==> src/rtl/uart_pkg.sv <==
// Shared UART definitions: FSM states and frame/oversampling constants.
package uart_pkg;

  typedef enum logic [2:0] {
    IDLE,
    START,
    DATA,
    PARITY,
    STOP
  } state_t;

  localparam int OVERSAMPLE = 16;
  localparam int MID_SAMPLE = 8;
  localparam int DATA_BITS = 8;
  localparam int DEFAULT_BAUD_DIV = 27;

endpackage

==> src/rtl/baud_tick_gen.sv <==
// Oversample tick generator: one registered tick every BAUD_DIV clocks.
module baud_tick_gen
  import uart_pkg::*;
#(
  parameter int BAUD_DIV = DEFAULT_BAUD_DIV
) (
  input  logic clock,
  input  logic reset,
  input  logic clear,
  output logic tick
);

  localparam int CW = (BAUD_DIV > 1) ? $clog2(BAUD_DIV) : 1;

  logic [CW-1:0] cnt;

  always_ff @(posedge clock or posedge reset) begin
    if (reset) begin
      cnt  <= '0;
      tick <= 1'b0;
    end else if (clear) begin
      cnt  <= '0;
      tick <= 1'b0;
    end else if (cnt == CW'(BAUD_DIV - 1)) begin
      cnt  <= '0;
      tick <= 1'b1;
    end else begin
      cnt  <= cnt + 1'b1;
      tick <= 1'b0;
    end
  end

endmodule

==> src/rtl/uart_receiver.sv <==
// 16x oversampling UART receiver: 8 data bits, LSB first,
// optional even parity, one stop bit.
module uart_receiver
  import uart_pkg::*;
#(
  parameter int BAUD_DIV  = DEFAULT_BAUD_DIV,
  parameter int PARITY_EN = 1
) (
  input  logic       clock,
  input  logic       reset,
  input  logic       Rx_EN,
  input  logic       RxD,
  output logic [7:0] Rx_DATA,
  output logic       Rx_VALID,
  output logic       Rx_PERROR,
  output logic       Rx_FERROR
);

  state_t     state;
  logic [1:0] sync;
  logic       rx_prev;
  logic [3:0] scnt;
  logic [2:0] bcnt;
  logic [7:0] shreg;
  logic       par_bit;
  logic       tick;
  logic       rx;
  logic       fall;
  logic       bit_end;
  logic       par_err;

  assign rx      = sync[1];
  assign fall    = rx_prev & ~rx;
  assign bit_end = tick && (scnt == 4'(OVERSAMPLE - 1));
  assign par_err = (PARITY_EN != 0) && ((^shreg) ^ par_bit);

  baud_tick_gen #(
    .BAUD_DIV(BAUD_DIV)
  ) u_tick (
    .clock(clock),
    .reset(reset),
    .clear(state == IDLE),
    .tick (tick)
  );

  always_ff @(posedge clock or posedge reset) begin
    if (reset) begin
      sync      <= 2'b11;
      rx_prev   <= 1'b1;
      state     <= IDLE;
      scnt      <= '0;
      bcnt      <= '0;
      shreg     <= '0;
      par_bit   <= 1'b0;
      Rx_DATA   <= '0;
      Rx_VALID  <= 1'b0;
      Rx_PERROR <= 1'b0;
      Rx_FERROR <= 1'b0;
    end else begin
      sync      <= {sync[0], RxD};
      rx_prev   <= rx;
      Rx_VALID  <= 1'b0;
      Rx_PERROR <= 1'b0;
      Rx_FERROR <= 1'b0;
      if (!Rx_EN) begin
        state <= IDLE;
        scnt  <= '0;
        bcnt  <= '0;
      end else begin
        unique case (state)
          IDLE: begin
            scnt <= '0;
            bcnt <= '0;
            if (fall) state <= START;
          end
          START: begin
            if (tick) begin
              if (scnt == 4'(MID_SAMPLE - 1)) begin
                // Mid start bit: a high line here is a glitch
                scnt  <= '0;
                state <= rx ? IDLE : DATA;
              end else begin
                scnt <= scnt + 4'd1;
              end
            end
          end
          DATA: begin
            if (tick) scnt <= scnt + 4'd1;
            if (bit_end) begin
              shreg <= {rx, shreg[7:1]};
              bcnt  <= bcnt + 3'd1;
              if (bcnt == 3'(DATA_BITS - 1))
                state <= (PARITY_EN != 0) ? PARITY : STOP;
            end
          end
          PARITY: begin
            if (tick) scnt <= scnt + 4'd1;
            if (bit_end) begin
              par_bit <= rx;
              state   <= STOP;
            end
          end
          STOP: begin
            if (tick) scnt <= scnt + 4'd1;
            if (bit_end) begin
              state     <= IDLE;
              Rx_FERROR <= ~rx;
              Rx_PERROR <= par_err;
              if (rx && !par_err) begin
                Rx_DATA  <= shreg;
                Rx_VALID <= 1'b1;
              end
            end
          end
          default: state <= IDLE;
        endcase
      end
    end
  end

endmodule

==> config.mk <==
export PLATFORM = sky130hd
export DESIGN_NAME = uart_receiver
export DESIGN_NICKNAME = d
export VERILOG_FILES = /design/src/rtl/uart_pkg.sv /design/src/rtl/baud_tick_gen.sv /design/src/rtl/uart_receiver.sv
export SDC_FILE = /design/constraint.sdc
export NUM_CORES = 1
export LEC_CHECK = 0
export ABC_AREA = 1
export CORE_ASPECT_RATIO = 1.25
export CORE_MARGIN = 2
export CORE_UTILIZATION = 60
export CTS_BUF_LIST = sky130_fd_sc_hd__clkbuf_2 sky130_fd_sc_hd__clkbuf_4 sky130_fd_sc_hd__clkbuf_8
export CTS_CLUSTER_DIAMETER = 200
export DETAILED_ROUTE_END_ITERATION = 6
export PLACE_DENSITY_LB_ADDON = 0.3
export REMOVE_ABC_BUFFERS = 1
export SETUP_SLACK_MARGIN = 0.4
export SLEW_MARGIN = 20
export SYNTH_ARGS = -nofsm -noshare
export SYNTH_HDL_FRONTEND = slang
export SYNTH_HIERARCHICAL = 1
export SYNTH_SLANG_ARGS = --single-unit
==> constraint.sdc <==
create_clock -name clock -period 3.8 [get_ports clock]
set_clock_uncertainty 0.1 [all_clocks]
set_input_delay 0.57 -clock clock [delete_from_list [all_inputs] [get_ports clock]]
set_output_delay 0.57 -clock clock [all_outputs]
set_load 0.02 [all_outputs]
==> flow_summary.toml, run 1 <==
[outcome]
status = "finished clean"

[clock_tree]
cts-resized-gates = 0
cts-root-buf = "clkbuf_8"
insertion_delay_ns = 0.30
cts_setup_buffers = 0
cts-root-to-sink-buffers = 2
hold_buffers = 0
cts.sinks = 39
cts_buffers = 5
cts_tree = "done"
h-tree-depth = 2
clkTransAtPathRegs_ns = 0.07

[worst_setup_path]
worstPathRequired_ns = 3.89
path_max_fanout = 11
reg2reg_slack_ns = 2.09
worstPathCellList = "clkdlybuf4s50_1 -> inv_1 -> nor2_4 -> nand2_4 -> nor2_8 -> nand3_4 -> nand2_1 -> nand2_1"
crit_start = "Rx_EN"
slowest_stage = "clkdlybuf4s50_1"
cp-start-kind = "input pin"
rr_startpoint = "scnt[0]$_DFFE_PP0P_"
r2r_end = "Rx_DATA[0]$_DFFE_PP0P_"
cpPeakStageDelay_ns = 0.68
critPathMostFrequentCell = "nand2_1"
arrival_ns = 2.21
critPathCaptureType = "flip-flop"
crit_type = "input pin to flip-flop"
reg2regPathDepth = 10
crit_end = "Rx_DATA[0]$_DFFE_PP0P_"

[die]
fp-row-count = 23
core_area_um2 = 3220
ios = 15
fp.dieArea_um2 = 3880
start_util_pct = 63.2
fp.dieH_um = 69.2
die_w_um = 56.1

[hold_path]
hp-start = "sync[0]$_DFF_PP1_"
min_path_type = "flip-flop to flip-flop"
hold_path_depth = 0

[timing]
rsz0062_at_grt = "no"
relSlewSlack_pct = 69.5
setup_viol = 0
worst_pin_slew_ns = 0.455
clock.fmax_mhz = 470
hold_ws_ns = 0.258
finalHoldViolCount = 0
fin_tns_setup_ns = 0
timing.final.crit_share_pct = 55.9
drv_slew = 0
period_minus_slack_ns = 2.13

[cells_and_area]
layout.cells.most_common = "nand2_1"
final_cell_mix = "85 x nand2_1, 36 x dfrtp_1, 28 x inv_1"
nNetsFinal = 279
antenna_cells = 0
fillers = 269
area_growth_pct = 13.4
final_cells = 308
drive_gt1_share_pct = 11.8

[pwr]
finalPower_uw = 880
p_per_area_nw_per_um2 = 380
p_leak_nw = 1.21
vdd_drop_max_mv = 0.381

[global_route]
globalRouteTotalUtil_pct = 21.2
grt-ovfl-total = 0
top_usage_layer = "met2"
grt_pass1_wl_um = 6540
use_met1_pct = 25.0
use_met3_pct = 5.44
grt_util_met2_pct = 36.1
grt_max_degree = 34
grt_pass1_vias = 1572
antenna_found_initial = 0

[detailed_routing]
drt_iter0_drc = 82
wl_per_cell_um = 12.0
via_per_inst = 5.33
drtAntennaViolNets = 0
via_count = 1641
drt_pass1_iterations = 4
routed_wl_um = 3680
drc = 0

[flow_run]
cap_violations = 0

[yosys]
synth.distinct_cells = 29
syn_inst = 250
ys_warn_count = 6
synthesis.area_um2 = 2040
syn_avg_cell_area_um2 = 8.15
ys_seq_area_share_pct = 48.1
ys_ff_latch = 39

[place]
dp.cells = 300
port-buffer-count = 14
dp_hpwl_um = 2670
gp_congestion = 0.890
==> state kept, by name, indices dropped and copies added, names as in the netlist <==
name / count
Rx_DATA: 8
shreg: 8
u_tick/cnt: 5
scnt: 4
bcnt: 3
state: 3
sync: 2
Rx_FERROR: 1
Rx_PERROR: 1
Rx_VALID: 1
par_bit: 1
rx_prev: 1
u_tick/tick: 1
==> per-layer routing <==
layer	part of all wire (%)	wire [µm]	vias to the layer above
li1	-	-	835
met4	2.1	76	0
met2	52	1900	27
met1	43	1580	771
met3	3.4	125	8
met5	0	0	-
==> synthesized netlist by cell type <==
cell	instances	area [µm²]
a21oi_1	1	5.00
clkbuf_1	1	3.75
clkbuf_2	1	5.00
clkinv_1	1	3.75
clkinv_2	1	5.00
dfrtp_1	36	901
dfstp_2	3	78.8
ha_1	5	62.6
inv_1	28	105
inv_2	2	7.51
nand2_1	85	319
nand2_2	7	43.8
nand2_4	2	22.5
nand3_1	15	75.1
nand3_4	3	52.6
nand3b_1	1	7.51
nand4_1	11	68.8
nor2_1	20	75.1
nor2_2	1	6.26
nor2_4	1	11.3
nor2_8	1	20.0
o2111ai_1	1	8.76
o211ai_1	1	7.51
o21ai_0	16	80.1
o21ai_1	1	5.00
o22ai_1	1	6.26
o31ai_2	1	12.5
o31ai_4	1	21.3
xnor2_1	2	17.5
==> power by group <==
| group | switching, mW | internal (mW) | total (mW) |
|---|---|---|---|
| Combinational | 0.101 | 0.0441 | 0.145 |
| Clock | 0.154 | 0.128 | 0.281 |
| Sequential | 0.0196 | 0.434 | 0.453 |
==> logic make-up (layout without fill, tap and decap cells) <==
logic type | count (synthesis) | count (layout) | synth area share, %
simple gates | 147 | 147 | 34.4
fa+ha+maj | 5 | 5 | 3.07
flops | 39 | 39 | 48.1
buf+inv | 34 | 55 | 6.38
compound gates | 23 | 23 | 7.18
xor+xnor | 2 | 2 | 0.860
==> per-stage QoR <==
| step | util, % | instance area (µm²) | setup slack [ns] |
|---|---|---|---|
| after global placement | 69.0 | 2220 | 1.41 |
| after floorplan | - | 2030 | 2.26 |
| final | 71.7 | 2310 | 1.67 |
| after detailed placement | 69.0 | 2220 | 1.34 |
| after CTS | 71.7 | 2310 | 1.66 |
| after global routing | 71.7 | 2310 | 1.51 |
==> worst min-delay path by stage <==
stage	to	slack [ns]
after floorplan	sync[1]$_DFF_PP1_	0.25
after global placement	sync[1]$_DFF_PP1_	0.25
after detailed placement	sync[1]$_DFF_PP1_	0.25
after CTS	sync[1]$_DFF_PP1_	0.26
after global routing	sync[1]$_DFF_PP1_	0.27
final	sync[1]$_DFF_PP1_	0.26
==> worst max-delay path, delay by kind of cell <==
| family | cells | cell delay (ns) |
|---|---|---|
| AND/OR/NAND/NOR | 6 | 0.75 |
| buffers and inverters | 2 | 0.90 |
==> final cells by class <==
cell class / instances / area, µm² / area share (%)
clock inverters: 3 / 20.0 / 0.866
repair buffers: 15 / 148 / 6.39
clock buffers: 5 / 68.8 / 2.98
well taps: 37 / 46.3 / 2.00
inverters: 32 / 121 / 5.25
multi-input cells: 177 / 928 / 40.2
flip-flops and latches: 39 / 980 / 42.4
Power figures use the tool's default switching activity.
==> run 2, diff against run 1 <==
- clock period: 3.8 -> 2 ns (I/O delays scaled with it)
==> flow_summary.toml, run 2 (synthesis gave the netlist of run 1 again) <==
[clock_tree]
hold_buffers = 0
cts-root-to-sink-buffers = 2
clkTransAtPathRegs_ns = 0.08
insertion_delay_ns = 0.30
cts_tree = "done"
cts.sinks = 39
cts-root-buf = "clkbuf_8"
cts_buffers = 5
h-tree-depth = 2

[cells_and_area]
area_growth_pct = 21.2
final_cells = 325
reg_top3 = "Rx_DATA (8), shreg (8), u_tick/cnt (5)"
nNetsFinal = 296
final_cell_mix = "82 x nand2_1, 34 x dfrtp_1, 26 x inv_1"
layout.cells.most_common = "nand2_1"
drive_gt1_share_pct = 21.2
antenna_cells = 0

[timing]
clock.fmax_mhz = 597
setup_viol = 0
setup_ws_ns = 0.326
timing.final.crit_share_pct = 83.7
period_minus_slack_ns = 1.67
hold_ws_ns = 0.156
rsz0062_at_grt = "yes"
finalHoldViolCount = 0
fin_tns_setup_ns = 0
relSlewSlack_pct = 73.1
worst_pin_slew_ns = 0.404
drv_slew = 0

[worst_setup_path]
worstSetupPathDepth = 10
worstPathRequired_ns = 2.14
slowest_stage = "dfrtp_1"
arrival_ns = 1.81
crit_type = "flip-flop to flip-flop"
r2r_end = "Rx_DATA[4]$_DFFE_PP0P_"
crit_start = "scnt[0]$_DFFE_PP0P_"
path_buf_inv = 2
rr_startpoint = "scnt[0]$_DFFE_PP0P_"
reg2regPathDepth = 10
reg2reg_slack_ns = 0.33
worstPathCellList = "ha_2 -> nand2_2 -> clkinv_2 -> nand3_4 -> nor2_4 -> nand2_4 -> nor2_8 -> buf_12 -> nand4_1 -> nand2_1"
critPathCaptureType = "flip-flop"
path_max_fanout = 6
crit_end = "Rx_DATA[4]$_DFFE_PP0P_"
cp-start-kind = "flip-flop"
cp_top_family = "simple AND/OR/NAND/NOR gates"
cpPeakStageDelay_ns = 0.37

[detailed_routing]
drt_pass1_iterations = 4
routed_wl_um = 4150
via_per_inst = 5.30
drtAntennaViolNets = 0
drt_iter0_drc = 59
via_count = 1723
drc = 0
wl_per_cell_um = 12.8

[global_route]
antenna_found_initial = 0
globalRouteTotalUtil_pct = 23.2
grt_pass1_vias = 1614
grt-ovfl-total = 0
grt_max_degree = 34
grt_pass1_wl_um = 7000

[die]
ios = 15
start_util_pct = 63.2
die_w_um = 56.1
fp.dieH_um = 69.2
fp.dieArea_um2 = 3880
fp-row-count = 23
core_area_um2 = 3220

[place]
gp_congestion = 0.893
port-buffer-count = 14
pre_cts_slack_ns = 0.152
dp_hpwl_um = 2810
dp.cells = 301

[pwr]
vdd_drop_max_mv = 0.674
p_leak_nw = 1.35
p_per_area_nw_per_um2 = 692

[hold_path]
min_path_type = "input pin to async pin"

[outcome]
status = "finished clean"

[flow_run]
cap_violations = 0
-- run 2: cell count changes in the layout (fill, tap and decap cells not counted), moves of 3 or more --
| cell | previous run | this run |
|---|---|---|
| dlygate4sd2_1 | 0 | 11 |
| buf_4 | 1 | 16 |
| nor2_2 | 1 | 4 |
| nand2_2 | 7 | 10 |
| clkdlybuf4s50_1 | 14 | 3 |
| nand2_1 | 85 | 82 |
| nor2_1 | 20 | 17 |
| o21ai_1 | 1 | 5 |
| o21ai_0 | 16 | 12 |
-- run 2: how the worst min path moves through the flow --
stage	from	slack (ns)	end
floorplan	reset	-0.009	u_tick/cnt[0]$_DFF_PP0_
global placement	sync[0]$_DFF_PP1_	0.25	sync[1]$_DFF_PP1_
detailed placement	sync[0]$_DFF_PP1_	0.25	sync[1]$_DFF_PP1_
CTS	reset	0.17	u_tick/cnt[4]$_DFF_PP0_
global route	reset	0.20	u_tick/cnt[3]$_DFF_PP0_
finish	reset	0.16	u_tick/cnt[3]$_DFF_PP0_
-- run 2: routing by layer --
layer / share of wire (%) / vias to the layer above / GRT usage [%]
li1: - / 875 / -
met5: 0 / - / 0
met1: 41 / 800 / 27.2
met4: 2.1 / 0 / 11.4
met2: 53 / 39 / 39.7
met3: 3.3 / 9 / 4.69
-- run 2: where the power goes --
part,switching (mW),leakage (nW),internal (mW)
Combinational,0.205,0.772,0.103
Sequential,0.0379,0.530,0.824
Clock,0.291,0.0443,0.249
-- run 2: what timing repair did --
action | CTS | global route
setup buffers | 10 | 5
gates cloned | 1 | 0
resized for setup | 12 | 15
pin swaps | 11 | 4
setup endpoints to repair | 22 | 28
-- run 2: per-stage QoR --
stage	instance area, µm²	power (mW)	util [%]
6_report	2470	1.71	76.7
5_1_grt	2470	1.80	76.7
4_1_cts	2410	1.70	74.8
3_5_place_dp	2230	1.15	69.2
3_3_place_gp	2230	1.14	69.2
2_1_floorplan	2030	1.08	-
-- run 2: cell type report --
| cell class | instances | area, µm² |
|---|---|---|
| Clock buffer | 5 | 68.8 |
| Tap cell | 37 | 46.3 |
| Inverter | 32 | 121 |
| Fill cell | 208 | 752 |
| Timing Repair Buffer | 31 | 267 |
| Multi-Input combinational cell | 178 | 961 |
| Clock inverter | 3 | 25.0 |
| Sequential cell | 39 | 982 |
-- run 2: worst reg2reg max path: stages (launching register included) --
cell	delay [ns]
dfrtp_1	0.37
ha_2	0.20
nand2_2	0.07
clkinv_2	0.08
nand3_4	0.08
nor2_4	0.16
nand2_4	0.09
nor2_8	0.15
buf_12	0.13
nand4_1	0.11
nand2_1	0.08
==> run 3, diff against run 2 <==
- CORE_UTILIZATION: 60 -> 54
- clock period: 2 -> 1.4 ns (I/O delays scaled with it)
==> flow_summary.toml, run 3 (synthesis gave the netlist of run 1 again) <==
[place]
dp_hpwl_um = 3060
port-buffer-count = 14
gp_congestion = 0.904

[pwr]
p_per_area_nw_per_um2 = 1080
vdd_drop_max_mv = 0.906
p_leak_nw = 1.55

[clock_tree]
h-tree-depth = 2
cts.sinks = 39
cts_buffers = 5
hold_buffers = 0
clkTransAtPathRegs_ns = 0.08
cts_tree = "done"
cts-root-to-sink-buffers = 2
cts-root-buf = "clkbuf_8"
insertion_delay_ns = 0.30

[die]
start_util_pct = 57.5
die_w_um = 59.0
fp.dieArea_um2 = 4290
core_area_um2 = 3540
fp-row-count = 24
ios = 15
fp.dieH_um = 72.7

[outcome]
violations = "negative setup slack"
status = "finished, violations left"

[worst_setup_path]
rr_startpoint = "scnt[1]$_DFFE_PP0P_"
cp-start-kind = "flip-flop"
path_max_fanout = 3
crit_end = "scnt[3]$_DFFE_PP0P_"
reg2regPathDepth = 8
crit_start = "scnt[1]$_DFFE_PP0P_"
arrival_ns = 1.77
crit_type = "flip-flop to flip-flop"
critPathCaptureType = "flip-flop"
worstPathRequired_ns = 1.46
r2r_end = "scnt[3]$_DFFE_PP0P_"
reg2reg_slack_ns = -0.31

[global_route]
grt_pass1_wl_um = 7980
grt_max_degree = 20
grt_pass1_vias = 1792
antenna_found_initial = 0
globalRouteTotalUtil_pct = 25.3
grt-ovfl-total = 0

[detailed_routing]
wl_per_cell_um = 15.6
highest_layer = "met4"
drc = 0
drtAntennaViolNets = 0
via_per_inst = 5.45
drt_iter0_drc = 81
wl_met3_um = 200
wl_met2_um = 2900
routed_wl_um = 5650
drt_pass1_iterations = 4
via_count = 1972
m1WireLength_um = 2250

[cells_and_area]
area_growth_pct = 44.4
layout.cells.most_common = "nand2_1"
fillers = 192
final_cell_mix = "77 x nand2_1, 45 x buf_4, 35 x dfrtp_1"
nNetsFinal = 331
final_util_pct = 83.1
drive_gt1_share_pct = 39.3
antenna_cells = 0
reg_top3 = "Rx_DATA (8), shreg (8), u_tick/cnt (5)"

[timing]
timing.final.crit_share_pct = 122
clock.fmax_mhz = 586
relSlewSlack_pct = 77.3
rsz0062_at_grt = "yes"
setup_viol = 30
drv_slew = 0
worst_pin_slew_ns = 0.340
setup_ws_ns = -0.307
period_minus_slack_ns = 1.71
finalHoldViolCount = 0
fin_tns_setup_ns = -6.67

[hold_path]
min_path_type = "input pin to async pin"

[flow_run]
cap_violations = 0
[run 3: cell type report]
class                      instances  area, µm²  area share, %
clock buffer                       6       76.3           2.59
clock inverter                     2       60.1           2.04
inverter                          32        129           4.38
multi-input combinational        179       1090           37.0
sequential                        39        981           33.3
tap                               39       48.8           1.66
timing repair buffer              65        559           19.0
[run 3: worst max-delay path, stage by stage, from the launching register on]
cell	delay, ns
dfrtp_1	0.36
ha_2	0.21
nand2_4	0.07
buf_4	0.13
o21ai_1	0.21
buf_4	0.16
nand3_1	0.12
nand3_1	0.10
o21ai_0	0.11
[run 3: repair_timing]
item,in CTS,in global routing
pin swaps,3,13
cloned,1,1
setup endpoints to repair,47,47
gates resized for setup,90,33
buffers inserted,9,8
endpoints found under the hold margin,0,0
[run 3: worst min-delay path by stage]
stage,depth (start not counted),start,to,slack [ns]
after floorplan,1,reset,u_tick/cnt[0]$_DFF_PP0_,-0.1
after global placement,0,sync[0]$_DFF_PP1_,sync[1]$_DFF_PP1_,0.25
after detailed placement,0,sync[0]$_DFF_PP1_,sync[1]$_DFF_PP1_,0.25
after CTS,2,reset,u_tick/cnt[3]$_DFF_PP0_,0.04
after global routing,2,reset,u_tick/cnt[3]$_DFF_PP0_,0.10
final,2,reset,u_tick/cnt[3]$_DFF_PP0_,0.07
[run 3: stage by stage]
stage	instances	hold slack [ns]	cell area [µm²]	worst slack (ns)	total power, mW
2_1_floorplan	248	-0.0990	2030	-0.136	1.54
3_3_place_gp	335	0.246	2470	-0.262	1.73
3_5_place_dp	335	0.247	2470	-0.263	1.74
4_1_cts	353	0.0429	2770	-0.208	3.01
5_1_grt	362	0.105	2940	-0.399	3.29
6_report	362	0.0742	2940	-0.307	3.17
[run 3: metal layers]
layer	GRT usage (%)	vias up
li1	-	956
met1	29.8	929
met2	43.3	60
met3	5.50	27
met4	11.6	0
met5	0	-
[run 3: power breakdown]
group / total [mW] / switching, mW / internal (mW)
clock network: 1.14 / 0.405 / 0.732
registers: 1.22 / 0.0463 / 1.18
logic: 0.808 / 0.467 / 0.342
